===== config.mk =====
export PLATFORM = sky130hd
export DESIGN_NAME = seven_seg_scanner
export DESIGN_NICKNAME = d
export VERILOG_FILES = /design/src/rtl/seven_seg_scanner.sv
export SDC_FILE = /design/constraint.sdc
export NUM_CORES = 1
export LEC_CHECK = 0
export BUFFER_PORTS_ARGS = -buffer_cell sky130_fd_sc_hd__buf_2
export CORE_MARGIN = 5
export CORE_UTILIZATION = 58
export CTS_CLUSTER_DIAMETER = 100
export DETAILED_ROUTE_END_ITERATION = 8
export PLACE_DENSITY_LB_ADDON = 0.15
export SETUP_SLACK_MARGIN = 0.02
export SLEW_MARGIN = 0
export SYNTH_ARGS = -nofsm -noshare
export SYNTH_HDL_FRONTEND = slang
export SYNTH_SLANG_ARGS = --single-unit

===== constraint.sdc =====
create_clock -name clk -period 3.7 [get_ports clk]
set_input_delay 0.37 -clock clk [delete_from_list [all_inputs] [get_ports clk]]
set_output_delay 0.37 -clock clk [all_outputs]
set_load 0.02 [all_outputs]

===== src/rtl/seven_seg_scanner.sv =====
// -----------------------------------------------------------------------------
// seven_seg_scanner
//
// Time-multiplexed scan controller for a bank of common-anode seven-segment
// digits that share one hex-to-segment decoder. Each digit slot is a BLANK
// period (all anodes off, decoder input settles) followed by a DRIVE period
// (one anode on). New display data is staged in a pending register and only
// copied into the shadow (displayed) register at a frame boundary, so a frame
// never shows a mix of old and new digits.
//
// Parameters:
//   NUM_DIGITS   number of digits (2..8), digit NUM_DIGITS-1 is most significant
//   ON_CYCLES    clocks each anode is driven per slot (>=1)
//   BLANK_CYCLES clocks all anodes are off before each digit (>=1)
//
// Ports:
//   clk         system clock, rising edge
//   rst         synchronous active-high reset
//   load        one-cycle strobe capturing value_in / dp_in as pending data
//   value_in    nibble i (bits 4i+3:4i) is digit i
//   dp_in       decimal point per digit, 1 = lit
//   dig_out     nibble presented to the shared decoder
//   an_n        active-low anode enables (one-hot-low or all ones)
//   dp_n        active-low decimal point
//   frame_done  one-cycle pulse at the start of each new scan
//   load_ack    one-cycle pulse when pending data enters the shadow register
//
// Build option:
//   LEADING_ZERO_SUPPRESS_EN  when defined, leading zero digits (i>0) with no
//                             decimal point keep their anode off during DRIVE.
// -----------------------------------------------------------------------------
module seven_seg_scanner #(
    parameter int NUM_DIGITS   = 4,
    parameter int ON_CYCLES    = 50000,
    parameter int BLANK_CYCLES = 500
) (
    input  logic                    clk,
    input  logic                    rst,
    input  logic                    load,
    input  logic [4*NUM_DIGITS-1:0] value_in,
    input  logic [NUM_DIGITS-1:0]   dp_in,
    output logic [3:0]              dig_out,
    output logic [NUM_DIGITS-1:0]   an_n,
    output logic                    dp_n,
    output logic                    frame_done,
    output logic                    load_ack
);

    localparam int IDX_W   = $clog2(NUM_DIGITS);
    localparam int CNT_MAX = (ON_CYCLES > BLANK_CYCLES) ? ON_CYCLES : BLANK_CYCLES;
    localparam int CNT_W   = (CNT_MAX > 1) ? $clog2(CNT_MAX) : 1;

    localparam logic [IDX_W-1:0] LAST_IDX   = IDX_W'(NUM_DIGITS - 1);
    localparam logic [CNT_W-1:0] ON_LAST    = CNT_W'(ON_CYCLES - 1);
    localparam logic [CNT_W-1:0] BLANK_LAST = CNT_W'(BLANK_CYCLES - 1);

    typedef enum logic [0:0] {
        ST_BLANK = 1'b0,
        ST_DRIVE = 1'b1
    } state_t;

    state_t                  state_r;
    logic [IDX_W-1:0]        idx_r;
    logic [CNT_W-1:0]        cnt_r;
    logic [4*NUM_DIGITS-1:0] shadow_r;
    logic [NUM_DIGITS-1:0]   shadow_dp_r;
    logic [4*NUM_DIGITS-1:0] pending_r;
    logic [NUM_DIGITS-1:0]   pending_dp_r;
    logic                    pending_vld_r;

    state_t                  state_s;
    logic [IDX_W-1:0]        idx_s;
    logic [CNT_W-1:0]        cnt_s;
    logic [4*NUM_DIGITS-1:0] shadow_s;
    logic [NUM_DIGITS-1:0]   shadow_dp_s;
    logic                    pending_vld_s;
    logic                    boundary_s;
    logic                    suppress_s;
    logic [NUM_DIGITS-1:0]   an_n_s;
    logic                    dp_n_s;
    logic [3:0]              dig_out_s;

`ifdef LEADING_ZERO_SUPPRESS_EN
    // A digit is a leading zero when it and every more significant nibble are
    // zero and it carries no decimal point; digit 0 always shows.
    function automatic logic lead_zero(
        input logic [4*NUM_DIGITS-1:0] v,
        input logic [NUM_DIGITS-1:0]   dp,
        input logic [IDX_W-1:0]        i
    );
        logic upper_zero;
        upper_zero = 1'b1;
        for (int k = 0; k < NUM_DIGITS; k++) begin
            if ((k >= int'(i)) && (v[4*k +: 4] != 4'h0)) begin
                upper_zero = 1'b0;
            end else begin
                upper_zero = upper_zero;
            end
        end
        return (i != '0) && upper_zero && !dp[i];
    endfunction
`endif

    // Next-state, next-data and next-output computation for the scan FSM.
    always_comb begin
        state_s       = state_r;
        idx_s         = idx_r;
        cnt_s         = cnt_r;
        shadow_s      = shadow_r;
        shadow_dp_s   = shadow_dp_r;
        pending_vld_s = pending_vld_r;
        boundary_s    = 1'b0;

        case (state_r)
            ST_BLANK: begin
                if (cnt_r == BLANK_LAST) begin
                    state_s = ST_DRIVE;
                    cnt_s   = '0;
                end else begin
                    cnt_s   = cnt_r + CNT_W'(1);
                end
            end
            ST_DRIVE: begin
                if (cnt_r == ON_LAST) begin
                    state_s = ST_BLANK;
                    cnt_s   = '0;
                    if (idx_r == LAST_IDX) begin
                        idx_s      = '0;
                        boundary_s = 1'b1;
                    end else begin
                        idx_s      = idx_r + IDX_W'(1);
                    end
                end else begin
                    cnt_s = cnt_r + CNT_W'(1);
                end
            end
            default: begin
                state_s = ST_BLANK;
                idx_s   = '0;
                cnt_s   = '0;
            end
        endcase

        // At the boundary a same-cycle load bypasses the pending register.
        if (boundary_s) begin
            if (load) begin
                shadow_s    = value_in;
                shadow_dp_s = dp_in;
            end else if (pending_vld_r) begin
                shadow_s    = pending_r;
                shadow_dp_s = pending_dp_r;
            end else begin
                shadow_s    = shadow_r;
                shadow_dp_s = shadow_dp_r;
            end
            pending_vld_s = 1'b0;
        end else if (load) begin
            pending_vld_s = 1'b1;
        end else begin
            pending_vld_s = pending_vld_r;
        end

`ifdef LEADING_ZERO_SUPPRESS_EN
        suppress_s = lead_zero(shadow_s, shadow_dp_s, idx_s);
`else
        suppress_s = 1'b0;
`endif

        // Outputs are derived from the state being entered so they register
        // in step with it.
        if ((state_s == ST_DRIVE) && !suppress_s) begin
            an_n_s = ~(NUM_DIGITS'(1) << idx_s);
        end else begin
            an_n_s = {NUM_DIGITS{1'b1}};
        end

        if (state_s == ST_DRIVE) begin
            dp_n_s = ~shadow_dp_s[idx_s];
        end else begin
            dp_n_s = 1'b1;
        end

        // The decoder input only moves on entry to BLANK, giving it the whole
        // blanking gap to settle before an anode turns on.
        if (state_s == ST_BLANK) begin
            dig_out_s = shadow_s[{idx_s, 2'b00} +: 4];
        end else begin
            dig_out_s = dig_out;
        end
    end

    // Scan FSM, data registers and registered outputs.
    always_ff @(posedge clk) begin
        if (rst) begin
            state_r       <= ST_BLANK;
            idx_r         <= '0;
            cnt_r         <= '0;
            shadow_r      <= '0;
            shadow_dp_r   <= '0;
            pending_r     <= '0;
            pending_dp_r  <= '0;
            pending_vld_r <= 1'b0;
            dig_out       <= 4'h0;
            an_n          <= {NUM_DIGITS{1'b1}};
            dp_n          <= 1'b1;
            frame_done    <= 1'b0;
            load_ack      <= 1'b0;
        end else begin
            state_r       <= state_s;
            idx_r         <= idx_s;
            cnt_r         <= cnt_s;
            shadow_r      <= shadow_s;
            shadow_dp_r   <= shadow_dp_s;
            pending_vld_r <= pending_vld_s;
            if (load) begin
                pending_r    <= value_in;
                pending_dp_r <= dp_in;
            end else begin
                pending_r    <= pending_r;
                pending_dp_r <= pending_dp_r;
            end
            dig_out       <= dig_out_s;
            an_n          <= an_n_s;
            dp_n          <= dp_n_s;
            frame_done    <= boundary_s;
            load_ack      <= boundary_s && (load || pending_vld_r);
        end
    end

endmodule


==> PnR_summary.wiki, run 1 <==
{| class="wikitable"
! Metric !! Value
|-
| Number of antenna-violating nets in the routed design || 0
|-
| Via/cell ratio || 5.59
|-
| Final layout net count || 399
|-
| I/O Buffers || 33
|-
| Worst Skew || 0.00678 ns
|-
| P&R area growth vs syn || 13.4%
|-
| GRT overflow || 0
|-
| Mean cell area of the mapped netlist || 9.15 sq um
|-
| Fin Setup TNS || 0 ns
|-
| Number of detailed-route iterations in the first pass || 4
|-
| Post-synthesis net count || 371
|-
| Worst hold slack across all endpoints || 0.269 ns
|-
| Worst min path class || in2reg
|-
| Number of vias in the routed layout || 2521
|-
| Cell at the root of the clock tree || clkbuf_8
|-
| Element type at the critical path end || register
|-
| Final worst-path cycle share || 85.6%
|-
| Clock tree from TritonCTS || built
|-
| CTS clock-pin slew for the worst setup and hold paths || 0.07 ns
|-
| Fraction of registers with async set or reset after synthesis || 0%
|-
| Antenna violations before repair || 0
|-
| Ratio of cells with drive above 1 in the final layout || 20.1%
|-
| Worst-case vdd ir drop || 274 uV
|-
| Arrival time of the worst setup path || 3.38 ns
|-
| Most common cell after layout, fill and taps aside || dfxtp_1
|-
| Run status || completed
|-
| Commonest non-fill, non-tap cells in the layout || dfxtp_1 (71), nor2_1 (54), buf_2 (33)
|-
| Number of diodes || 0
|-
| CTS Buf Count || 9
|-
| Starting DRC count in detailed routing || 173
|-
| Number of clock sinks seen by CTS || 71
|-
| I/O pin count || 34
|-
| Final number of hold-violating endpoints || 0
|-
| Total routed wirelength || 7.12 mm
|-
| Flip-flop cell with the highest count after synthesis || dfxtp_1
|-
| Die Span Y || 83.9 um
|-
| Setup repair after global routing missed its margin || false
|-
| Count of hold buffers inserted by post-cts repair || 0
|-
| Buffer count from post-CTS setup fixing || 0
|-
| Maximum number of pins on one net before global-route repair || 34
|-
| Via count of the first global-routing pass || 2332
|-
| Headroom to the max-slew limit || 59.1%
|-
| Worst skew pair latency || 0.35 ns
|-
| CP Max Fanout || 14
|-
| Ratio of total power to cell area || 448 nW/um^2
|-
| Slew at the pin closest to its max-slew limit || 0.608 ns
|-
| Max-slew violation count || 0
|-
| Die area || 7040 sq um
|-
| Final core area utilization || 66.4%
|-
| Maximum level of the CTS H-tree || 3
|-
| Max-cap check violation count || 0
|-
| Clock period minus worst slack || 3.17 ns
|-
| Fmax || 316 MHz
|-
| Wirelength per Cell || 15.8 um
|-
| Global placement routability congestion || 0.853
|-
| Number of gates resized after CTS || 0
|-
| Number of setup violations in the final report || 0
|-
| Critical path start-end classification || reg2reg
|-
| Required time at the worst-slack endpoint || 3.91 ns
|-
| Element type at the critical path start || register
|-
| Filler cell count in the final layout || 433
|-
| Post-synth EDFFs || 0
|-
| Synth warn || 0
|-
| HPWL after DPL || 5.05 mm
|-
| Initial cell density of the core || 58.6%
|-
| Number of distinct library cell variants in the gate-level netlist after synthesis || 59
|-
| Register bit count reported by yosys || 71
|-
| Buffer levels on the longest clock path || 2
|-
| Wire length of the first global-routing pass || 11.8 mm
|-
| Core Box Area || 5410 sq um
|-
| Number of core rows || 27
|-
| Portion of the post-synthesis area used by sequential elements || 44.9%
|-
| Total leakage power || 1.43 nW
|-
| Post-synth design cell area || 3170 sq um
|-
| DIE WIDTH || 83.9 um
|-
| Remaining DRCs || 0
|-
| Overall routing resource usage || 21.1%
|-
| Synthesized netlist cell count || 346
|}
layout make-up:
| type | count | area [sq um] | area share [%] |
|---|---|---|---|
| Multi-Input combinational cell | 249 | 1620 | 45.2 |
| Clock inverter | 2 | 60.1 | 1.67 |
| Tap cell | 72 | 90.1 | 2.51 |
| Clock buffer | 14 | 183 | 5.09 |
| Inverter | 7 | 26.3 | 0.732 |
| Sequential cell | 71 | 1420 | 39.6 |
| Timing Repair Buffer | 36 | 188 | 5.23 |
path summary, 6_finish.rpt:
path | from | endpoint | slack [ns] | cells after the start
max | cnt_r[11] | dig_out[1] | 0.53 | 6
min | value_in[5] | pending_r[5] | 0.27 | 3
max reg2reg | cnt_r[11] | dig_out[1] | 0.53 | 6
min reg2reg | pending_r[13] | pending_r[13] | 0.47 | 2
routing by layer:
metal  vias to the layer above  GRT usage (%)  part of all wire (%)
met1                      1163           30.1                    49
met3                         6           4.84                   5.9
met2                        71           30.4                    44
met4                         0           8.77                  0.80
li1                       1281              -                     -
met5                         -              0                     0
critical path, cell delays in order (launching register included):
cell and delay, ns:
dfxtp_1 0.35, or4_1 0.55, or4_1 0.76, nor3_4 0.53
mux2_2 0.40, a221oi_1 0.32, a31oi_1 0.13
synth_stat cells (2+ instances only):
cell type	count	area share, %
nand3b_1	3	0.71
nor2_1	54	6.4
xor2_1	9	2.5
a21oi_1	9	1.4
mux2i_1	17	5.4
and2_1	11	2.2
o22ai_1	6	1.2
mux2_2	9	3.2
a221oi_1	3	0.83
nand3_1	11	1.7
nor4b_1	2	0.55
nor2b_1	3	0.59
and4_1	2	0.55
a211oi_1	5	1.2
nor3_1	6	0.95
o211ai_1	2	0.47
clkbuf_1	12	1.4
mux2_4	2	0.95
inv_1	7	0.83
or4b_2	2	0.63
or4_1	4	0.95
and3_1	4	0.79
ha_1	2	0.79
o21ai_0	13	2.1
nand2_1	20	2.4
nand2b_1	5	0.99
o32a_1	2	0.63
nand4_1	4	0.79
a31oi_1	2	0.40
buf_2	3	0.47
o22a_1	3	0.83
or2_2	2	0.40
xnor2_1	4	1.1
buf_6	3	1.1
o21ai_1	3	0.47
dfxtp_1	71	45
or3_1	4	0.79
metrics by stage:
step                cells  power, mW  cell area (sq um)  setup slack [ns]
finish                451       1.61               3590             0.533
global route          451       1.67               3590             0.428
CTS                   451       1.61               3590             0.562
detailed placement    435      0.889               3350             0.572
global placement      435      0.888               3350             0.670
floorplan             346      0.860               3170             0.998
power by group:
| group | switching, mW | total (mW) | internal, mW |
|---|---|---|---|
| registers | 0.00833 | 0.789 | 0.780 |
| logic | 0.0483 | 0.0833 | 0.0351 |
| clock network | 0.281 | 0.735 | 0.454 |
sequential cells by signal (all words and copies together) (netlist names), 2 cells and up:
| name | flops |
|---|---|
| idx_r | 2 |
| pending_r | 16 |
| cnt_r | 16 |
| an_n | 4 |
| shadow_dp_r | 4 |
| pending_dp_r | 4 |
| shadow_r | 16 |
| dig_out | 4 |
cell families (layout without fill, tap and decap cells):
group           after synthesis  after routing  share of synthesized area, %
xor+xnor                     13             13                          3.60
compound gates               59             59                          13.0
buf+inv                      26             59                          3.91
flops                        71             71                          44.9
mux                          30             30                          10.3
fa+ha+maj                     2              2                         0.790
simple gates                145            145                          23.5
Power figures use the tool's default switching activity.
==> inputs of run 2 (changes only) <==
--- a/config.mk
+++ b/config.mk
@@ -5,7 +5,9 @@
 export SDC_FILE = /design/constraint.sdc
 export NUM_CORES = 1
 export LEC_CHECK = 0
+export ABC_AREA = 1
 export BUFFER_PORTS_ARGS = -buffer_cell sky130_fd_sc_hd__buf_2
+export CAP_MARGIN = 10
 export CORE_MARGIN = 5
 export CORE_UTILIZATION = 58
 export CTS_CLUSTER_DIAMETER = 100
==> run 2 against run 1 <==
Critical path depth is the same. Cell count grew 31%. Synthesized area rose by 7.0%. Synthesized cell count is 40% higher. Maximum frequency grew 33%. Non-clock buffer count stayed put.
==> PnR_summary.wiki, run 2 <==
{| class="wikitable"
! Metric !! Value
|-
| I/O Buffers || 33 (unchanged)
|-
| Number of detailed-route iterations in the first pass || 5 (was 4)
|-
| Ratio of cells with drive above 1 in the final layout || 15.4% (was 20.1%)
|-
| Number of setup violations in the final report || 0 (unchanged)
|-
| Total leakage power || 1.64 nW (was 1.43 nW)
|-
| Via count of the first global-routing pass || 3025 (was 2332)
|-
| Wirelength per Cell || 13.7 um (was 15.8 um)
|-
| Number of diodes || 0 (unchanged)
|-
| Worst setup slack for register-to-register paths || 1.33 ns (was 0.53 ns)
|-
| Cell at the root of the clock tree || clkbuf_8 (unchanged)
|-
| Number of gates resized after CTS || 0 (unchanged)
|-
| I/O pin count || 34 (unchanged)
|-
| Arrival time of the worst setup path || 2.65 ns (was 3.38 ns)
|-
| Fin Setup TNS || 0 ns (unchanged)
|-
| HPWL after DPL || 5.46 mm (was 5.05 mm)
|-
| Starting DRC count in detailed routing || 269 (was 173)
|-
| Main area contributors after synthesis || dfxtp_1 (42%), nand2_1 (16%), nor2_1 (7.2%) (was dfxtp_1 (45%), nor2_1 (6.4%), mux2i_1 (5.4%))
|-
| Number of cell instances on the worst register-to-register path || 6 (unchanged)
|-
| Commonest non-fill, non-tap cells in the layout || nand2_1 (140), dfxtp_1 (71), nor2_1 (65) (was dfxtp_1 (71), nor2_1 (54), buf_2 (33))
|-
| Portion of the post-synthesis area used by sequential elements || 41.9% (was 44.9%)
|-
| Cell type group with the largest total delay on the critical path || simple AND/OR/NAND/NOR gates (unchanged)
|-
| Worst skew pair latency || 0.35 ns (about the same)
|-
| Number of distinct library cell variants in the gate-level netlist after synthesis || 34 (was 59)
|-
| CTS Buf Count || 9 (unchanged)
|-
| Beginning of the worst hold path || dp_in[2] (was value_in[5])
|-
| Number of vias in the routed layout || 3196 (was 2521)
|-
| End of the worst register-to-register path || dig_out[1] (unchanged)
|-
| Total routed wirelength || 8.12 mm (was 7.12 mm)
|-
| Clock tree from TritonCTS || built (unchanged)
|-
| Element type at the critical path end || register (unchanged)
|-
| Finished layout cell area || 3800 sq um (was 3590 sq um)
|-
| Wire length of the first global-routing pass || 13.9 mm (was 11.8 mm)
|-
| Final number of hold-violating endpoints || 0 (unchanged)
|-
| Buffer levels on the longest clock path || 2 (unchanged)
|-
| Core Box Area || 5610 sq um (was 5410 sq um)
|-
| Register bit count reported by yosys || 71 (unchanged)
|-
| Worst Skew || 0.00823 ns (was 0.00678 ns)
|-
| GRT overflow || 0 (unchanged)
|-
| Slew at the pin closest to its max-slew limit || 0.813 ns (was 0.608 ns)
|-
| Initial cell density of the core || 60.4% (was 58.6%)
|-
| Clock Power Share || 44.2% (was 45.8%)
|-
| Share of Yosys cell area claimed by the top area cell type || 41.9% (was 44.9%)
|-
| Maximum level of the CTS H-tree || 3 (unchanged)
|-
| Most common cell after layout, fill and taps aside || nand2_1 (was dfxtp_1)
|-
| Synthesized netlist cell count || 486 (was 346)
|-
| Required time at the worst-slack endpoint || 3.98 ns (was 3.91 ns)
|-
| Number of antenna-violating nets in the routed design || 0 (unchanged)
|-
| Die Span Y || 86.4 um (was 83.9 um)
|-
| Pint || 1.20 mW (was 1.27 mW)
|-
| Worst Hold Path EP || pending_dp_r[2] (was pending_r[5])
|-
| Post-synth top area cell || dfxtp_1 (unchanged)
|-
| Die area || 7470 sq um (was 7040 sq um)
|-
| Filler cell count in the final layout || 521 (was 433)
|-
| DIE WIDTH || 86.4 um (was 83.9 um)
|-
| Registers with the most flip-flops || cnt_r (16), pending_r (16), shadow_r (16) (unchanged)
|-
| Final worst-path cycle share || 64.1% (was 85.6%)
|-
| Critical path start-end classification || reg2reg (unchanged)
|-
| Launch point of the worst reg-to-reg path || state_r (was cnt_r[11])
|-
| Global placement routability congestion || 0.886 (was 0.853)
|-
| Buffer count from post-CTS setup fixing || 0 (unchanged)
|-
| Post-synthesis net count || 511 (was 371)
|-
| Max-slew violation count || 0 (unchanged)
|-
| Max-cap check violation count || 0 (unchanged)
|-
| Switching power share of the total || 22.8% (was 21.0%)
|-
| Via/cell ratio || 5.41 (was 5.59)
|-
| Most instantiated cells after synthesis || nand2_1 (140), dfxtp_1 (71), nor2_1 (65) (was dfxtp_1 (71), nor2_1 (54), nand2_1 (20))
|-
| Headroom to the max-slew limit || 45.7% (was 59.1%)
|-
| Overall routing resource usage || 23.4% (was 21.1%)
|-
| Synth warn || 0 (unchanged)
|-
| Worst-case vdd ir drop || 276 uV (was 274 uV)
|-
| Count of hold buffers inserted by post-cts repair || 0 (unchanged)
|-
| Remaining DRCs || 0 (unchanged)
|-
| Mean cell area of the mapped netlist || 6.97 sq um (was 9.15 sq um)
|-
| Bufs and invs on worst path || 0 (unchanged)
|-
| CP Max Fanout || 18 (was 14)
|-
| Final layout net count || 539 (was 399)
|-
| Series of cell instances along the critical path || nand4_1 -> o21ai_0 -> nand2_1 -> nand2_1 -> nor2_1 -> nor2_1 (was or4_1 -> or4_1 -> nor3_4 -> mux2_2 -> a221oi_1 -> a31oi_1)
|-
| Post-synth design cell area || 3390 sq um (was 3170 sq um)
|-
| Power share of the sequential group || 50.6% (was 49.1%)
|-
| Antenna violations before repair || 0 (unchanged)
|-
| Largest stage delay, worst path || 0.83 ns (was 0.76 ns)
|-
| Final core area utilization || 67.8% (was 66.4%)
|-
| Switching pwr || 0.356 mW (was 0.338 mW)
|-
| Setup repair after global routing missed its margin || false (unchanged)
|-
| Worst min path class || in2reg (unchanged)
|-
| Fmax || 421 MHz (was 316 MHz)
|-
| Number of clock sinks seen by CTS || 71 (unchanged)
|-
| Share of total power in combinational logic || 5.2% (about the same)
|-
| Maximum number of pins on one net before global-route repair || 46 (was 34)
|-
| Fraction of registers with async set or reset after synthesis || 0% (unchanged)
|-
| Post-synth EDFFs || 0 (unchanged)
|-
| Clock period minus worst slack || 2.37 ns (was 3.17 ns)
|-
| Most common cell in the synthesized netlist || nand2_1 (was dfxtp_1)
|-
| P&R area growth vs syn || 12.2% (was 13.4%)
|-
| Ratio of total power to cell area || 410 nW/um^2 (was 448 nW/um^2)
|-
| Number of core rows || 27 (unchanged)
|-
| Element type at the critical path start || register (unchanged)
|-
| CTS clock-pin slew for the worst setup and hold paths || 0.08 ns (was 0.07 ns)
|-
| Run status || completed (unchanged)
|-
| Flip-flop cell with the highest count after synthesis || dfxtp_1 (unchanged)
|-
| Total cell area at the placement stage || 3580 sq um (was 3350 sq um)
|-
| Max stage delay cell, worst path || dfxtp_1 (was or4_1)
|-
| Number of cells on the worst hold path || 3 (unchanged)
|}
==> run 2: cell count changes in the layout (fill, tap and decap cells not counted), moves of 5 or more <==
cell,delta
inv_1,+32
mux2_2,-9
and2_1,-11
nand2b_1,-5
nand2_1,+120
mux2i_1,-17
xor2_1,-6
nand4_1,+17
nand3_1,+13
o22ai_1,-6
nand2_2,+6
a21oi_1,+24
nor2_1,+11
o211ai_1,+8
==> run 2: cells by family (layout without fill, tap and decap cells) <==
group / after synthesis / in the layout / synth area share, %
DFF: 71 / 71 / 41.9
and+or+nand+nor: 283 / 283 / 38.5
xor gates and xnor gates: 5 / 5 / 1.29
buffers and inverters: 63 / 96 / 7.42
adders and majority gates: 2 / 2 / 0.738
AOI/OAI and AO/OA: 62 / 62 / 10.1
==> run 2: worst register-to-register path, cell delays in order (launching register included) <==
cell     delay [ns]
dfxtp_1        0.83
nand4_1        0.70
o21ai_0        0.48
nand2_1        0.11
nand2_1        0.08
nor2_1         0.04
nor2_1         0.08
==> run 2: how the worst max path moves through the flow <==
stage               cells after the start     start  slack, ns          to
floorplan                               8  cnt_r[0]       2.00        dp_n
global placement                       13      load       1.35  dig_out[0]
detailed placement                     13      load       1.23  dig_out[0]
CTS                                     6   state_r       1.39  dig_out[1]
global route                            6   state_r       1.17  dig_out[1]
finish                                  6   state_r       1.33  dig_out[1]
==> run 2: through the flow <==
step | power [mW] | worst slack (ns) | hold slack, ns | cells
final | 1.56 | 1.33 | 0.265 | 591
after global routing | 1.62 | 1.17 | 0.281 | 591
after CTS | 1.57 | 1.39 | 0.258 | 591
after detailed placement | 0.887 | 1.23 | 0.434 | 575
after global placement | 0.884 | 1.35 | 0.427 | 575
after floorplan | 0.859 | 2.00 | 0.418 | 486
==> run 2: layer usage <==
metal | share of wire [%] | wire length (um) | vias to the layer above | track usage [%]
met2 | 45 | 3670 | 109 | 36.9
li1 | - | - | 1628 | -
met3 | 6.8 | 555 | 13 | 6.37
met4 | 1.3 | 104 | 0 | 7.93
met5 | 0 | 0 | - | 0
met1 | 47 | 3790 | 1446 | 31.1
==> run 2: cell type report <==
type | instances | area [sq um] | share of cell area [%]
multi-input cells | 352 | 1720 | 45.1
clock buffers | 10 | 138 | 3.62
inverters | 44 | 166 | 4.38
clock inverters | 6 | 83.8 | 2.20
well taps | 72 | 90.1 | 2.37
repair buffers | 36 | 188 | 4.93
flip-flops and latches | 71 | 1420 | 37.4
==> run 2: power by group through the flow <==
stage                     clock, mW  sequential, mW  combinational (mW)
after floorplan                   0           0.803              0.0564
after global placement            0           0.805              0.0786
after detailed placement          0           0.806              0.0808
after CTS                     0.699           0.788              0.0813
after global routing          0.736           0.790              0.0922
final                         0.688           0.789              0.0815
==> inputs of run 3 (changes only) <==
==> constraint.sdc (replaced) <==
create_clock -name clk -period 2.3 [get_ports clk]
set_input_delay 0.23 -clock clk [delete_from_list [all_inputs] [get_ports clk]]
set_output_delay 0.23 -clock clk [all_outputs]
set_load 0.02 [all_outputs]
==> run 3 against run 2 <==
Clock power is 50% higher. Critical path type unchanged. Wire length is 3.5% lower. Cell count is 1.2% higher. Sequential power is 61% higher. Highest routed layer unchanged. Clock-buffer cell count stayed put.
==> PnR_summary.wiki, run 3 (same netlist as run 2, synthesis figures left out) <==
{| class="wikitable"
! Metric !! Value
|-
| Wirelength per Cell || 13.1 um (was 13.7 um)
|-
| Antenna violations before repair || 0 (unchanged)
|-
| Beginning of the worst hold path || dp_in[2] (unchanged)
|-
| Commonest non-fill, non-tap cells in the layout || nand2_1 (140), dfxtp_1 (71), nor2_1 (65) (unchanged)
|-
| Worst setup slack for register-to-register paths || 0.26 ns (was 1.33 ns)
|-
| Bufs and invs on worst path || 1 (was 0)
|-
| Number of vias in the routed layout || 3207 (was 3196)
|-
| Global-route track usage on met1 || 31.1% (about the same)
|-
| Switching pwr || 0.595 mW (was 0.356 mW)
|-
| End of the worst register-to-register path || dig_out[3] (was dig_out[1])
|-
| Largest stage delay, worst path || 0.42 ns (was 0.83 ns)
|-
| I/O Buffers || 33 (unchanged)
|-
| Clock Power Share || 42.3% (was 44.2%)
|-
| Maximum level of the CTS H-tree || 3 (unchanged)
|-
| Remaining DRCs || 0 (unchanged)
|-
| Power share of the sequential group || 52.1% (was 50.6%)
|-
| Die area || 7470 sq um (unchanged)
|-
| Number of core rows || 27 (unchanged)
|-
| Via/cell ratio || 5.36 (was 5.41)
|-
| GRT overflow || 0 (unchanged)
|-
| Worst min path class || in2reg (unchanged)
|-
| Slew at the pin closest to its max-slew limit || 0.609 ns (was 0.813 ns)
|-
| I/O pin count || 34 (unchanged)
|-
| Worst-case vdd ir drop || 444 uV (was 276 uV)
|-
| Worst setup startpoint || cnt_r[0] (was state_r)
|-
| Launch point of the worst reg-to-reg path || cnt_r[0] (was state_r)
|-
| Total leakage power || 1.66 nW (was 1.64 nW)
|-
| Critical path depth in cells || 11 (was 6)
|-
| Post-layout total power || 2.43 mW (was 1.56 mW)
|-
| Max-slew violation count || 0 (unchanged)
|-
| Cell type group with the largest total delay on the critical path || simple AND/OR/NAND/NOR gates (unchanged)
|-
| Initial cell density of the core || 60.4% (unchanged)
|-
| Number of cell instances on the worst register-to-register path || 11 (was 6)
|-
| Number of cells on the worst hold path || 3 (unchanged)
|-
| Final core area utilization || 68.5% (was 67.8%)
|-
| Clock tree from TritonCTS || built (unchanged)
|-
| Die Span Y || 86.4 um (unchanged)
|-
| Switching power share of the total || 24.4% (was 22.8%)
|-
| Fraction of met2 tracks used by global routing || 35.7% (was 36.9%)
|-
| Share of total power in combinational logic || 5.6% (was 5.2%)
|-
| Element type at the critical path end || register (unchanged)
|-
| Number of detailed-route iterations in the first pass || 5 (unchanged)
|-
| Max-cap check violation count || 0 (unchanged)
|-
| Number of clock sinks seen by CTS || 71 (unchanged)
|-
| Most common cell after layout, fill and taps aside || nand2_1 (unchanged)
|-
| Via count of the first global-routing pass || 2976 (was 3025)
|-
| Buffer count from post-CTS setup fixing || 0 (unchanged)
|-
| Ratio of total power to cell area || 634 nW/um^2 (was 410 nW/um^2)
|-
| Number of gates resized after CTS || 0 (unchanged)
|-
| Ratio of cells with drive above 1 in the final layout || 16.5% (was 15.4%)
|-
| CTS Buf Count || 9 (unchanged)
|-
| Final worst-path cycle share || 88.7% (was 64.1%)
|-
| Final layout net count || 546 (was 539)
|-
| P&R area growth vs syn || 13.3% (was 12.2%)
|-
| Count of hold buffers inserted by post-cts repair || 0 (unchanged)
|-
| Number of diodes || 0 (unchanged)
|-
| Worst skew pair latency || 0.35 ns (about the same)
|-
| Global-route track usage on met3 || 3.80% (was 6.37%)
|-
| Fmax || 490 MHz (was 421 MHz)
|-
| Run status || completed (unchanged)
|-
| Fin Setup TNS || 0 ns (unchanged)
|-
| Registers with the most flip-flops || cnt_r (16), pending_r (16), shadow_r (16) (unchanged)
|-
| CTS clock-pin slew for the worst setup and hold paths || 0.08 ns (about the same)
|-
| Wire length of the first global-routing pass || 13.7 mm (was 13.9 mm)
|-
| Critical path start-end classification || reg2reg (unchanged)
|-
| Number of setup violations in the final report || 0 (unchanged)
|-
| Element type at the critical path start || register (unchanged)
|-
| Buffer levels on the longest clock path || 2 (unchanged)
|-
| HPWL after DPL || 5.45 mm (was 5.46 mm)
|-
| Starting DRC count in detailed routing || 225 (was 269)
|-
| Number of antenna-violating nets in the routed design || 0 (unchanged)
|-
| Pint || 1.84 mW (was 1.20 mW)
|-
| Busiest layer in global routing || met2 (unchanged)
|-
| Max stage delay cell, worst path || nor2_2 (was dfxtp_1)
|-
| Setup repair after global routing missed its margin || false (unchanged)
|-
| Cell at the root of the clock tree || clkbuf_8 (unchanged)
|-
| Headroom to the max-slew limit || 59.3% (was 45.7%)
|-
| Worst Skew || 0.0104 ns (was 0.00823 ns)
|-
| Final number of hold-violating endpoints || 0 (unchanged)
|-
| CP Max Fanout || 12 (was 18)
|-
| Overall routing resource usage || 23.0% (was 23.4%)
|-
| Series of cell instances along the critical path || ha_1 -> nand3_4 -> inv_2 -> nand3_1 -> nor2_2 -> nand4_1 -> nand2_1 -> nand2_1 -> nand3_1 -> nor2_1 -> nor2_1 (was nand4_1 -> o21ai_0 -> nand2_1 -> nand2_1 -> nor2_1 -> nor2_1)
|-
| Core Box Area || 5610 sq um (unchanged)
|-
| Worst Hold Path EP || pending_dp_r[2] (unchanged)
|-
| Maximum number of pins on one net before global-route repair || 45 (was 46)
|-
| Total routed wirelength || 7.84 mm (was 8.12 mm)
|-
| Global placement routability congestion || 0.887 (was 0.886)
|-
| Required time at the worst-slack endpoint || 2.60 ns (was 3.98 ns)
|-
| Arrival time of the worst setup path || 2.34 ns (was 2.65 ns)
|-
| Clock period minus worst slack || 2.04 ns (was 2.37 ns)
|-
| DIE WIDTH || 86.4 um (unchanged)
|}
## run 3: how the worst max path moves through the flow
stage | end | slack (ns)
after global placement | dig_out[3] | 0.37
after CTS | dig_out[3] | 0.26
after detailed placement | dig_out[3] | 0.33
after global routing | dig_out[1] | 0.05
after floorplan | dp_n | 0.60
final | dig_out[3] | 0.26
## run 3: power by group through the flow
stage,combinational [mW],sequential (mW),clock [mW]
5_1_grt,0.156,1.27,1.11
3_3_place_gp,0.134,1.30,0
2_1_floorplan,0.0907,1.29,0
4_1_cts,0.136,1.27,1.04
3_5_place_dp,0.136,1.30,0
6_report,0.136,1.27,1.03
## run 3: final cells by class
type                       instances  area, sq um
clock buffer                      10          138
clock inverter                     6         68.8
fill                             512         1770
inverter                          44          166
multi-input combinational        352         1720
sequential                        71         1420
tap                               72         90.1
timing repair buffer              43          240
## run 3: worst reg2reg max path: stages (launching register included)
cell and delay [ns]:
dfxtp_1 0.35, ha_1 0.25, nand3_4 0.14, inv_2 0.12, nand3_1 0.09, nor2_2 0.42
nand4_1 0.23, nand2_1 0.12, nand2_1 0.06, nand3_1 0.10, nor2_1 0.05, nor2_1 0.07
## run 3: layer usage
layer,up-vias,share of wire [%]
met2,78,45
li1,1647,-
met1,1467,48
met5,-,0
met3,15,4.4
met4,0,2.3
## run 3: metrics by stage
step | cells | setup slack [ns] | hold WS (ns) | instance area [sq um]
final | 598 | 0.259 | 0.113 | 3840
after global routing | 598 | 0.0506 | 0.127 | 3840
after CTS | 598 | 0.256 | 0.102 | 3840
after detailed placement | 582 | 0.333 | 0.440 | 3630
after global placement | 582 | 0.366 | 0.431 | 3630
after floorplan | 486 | 0.602 | 0.373 | 3390
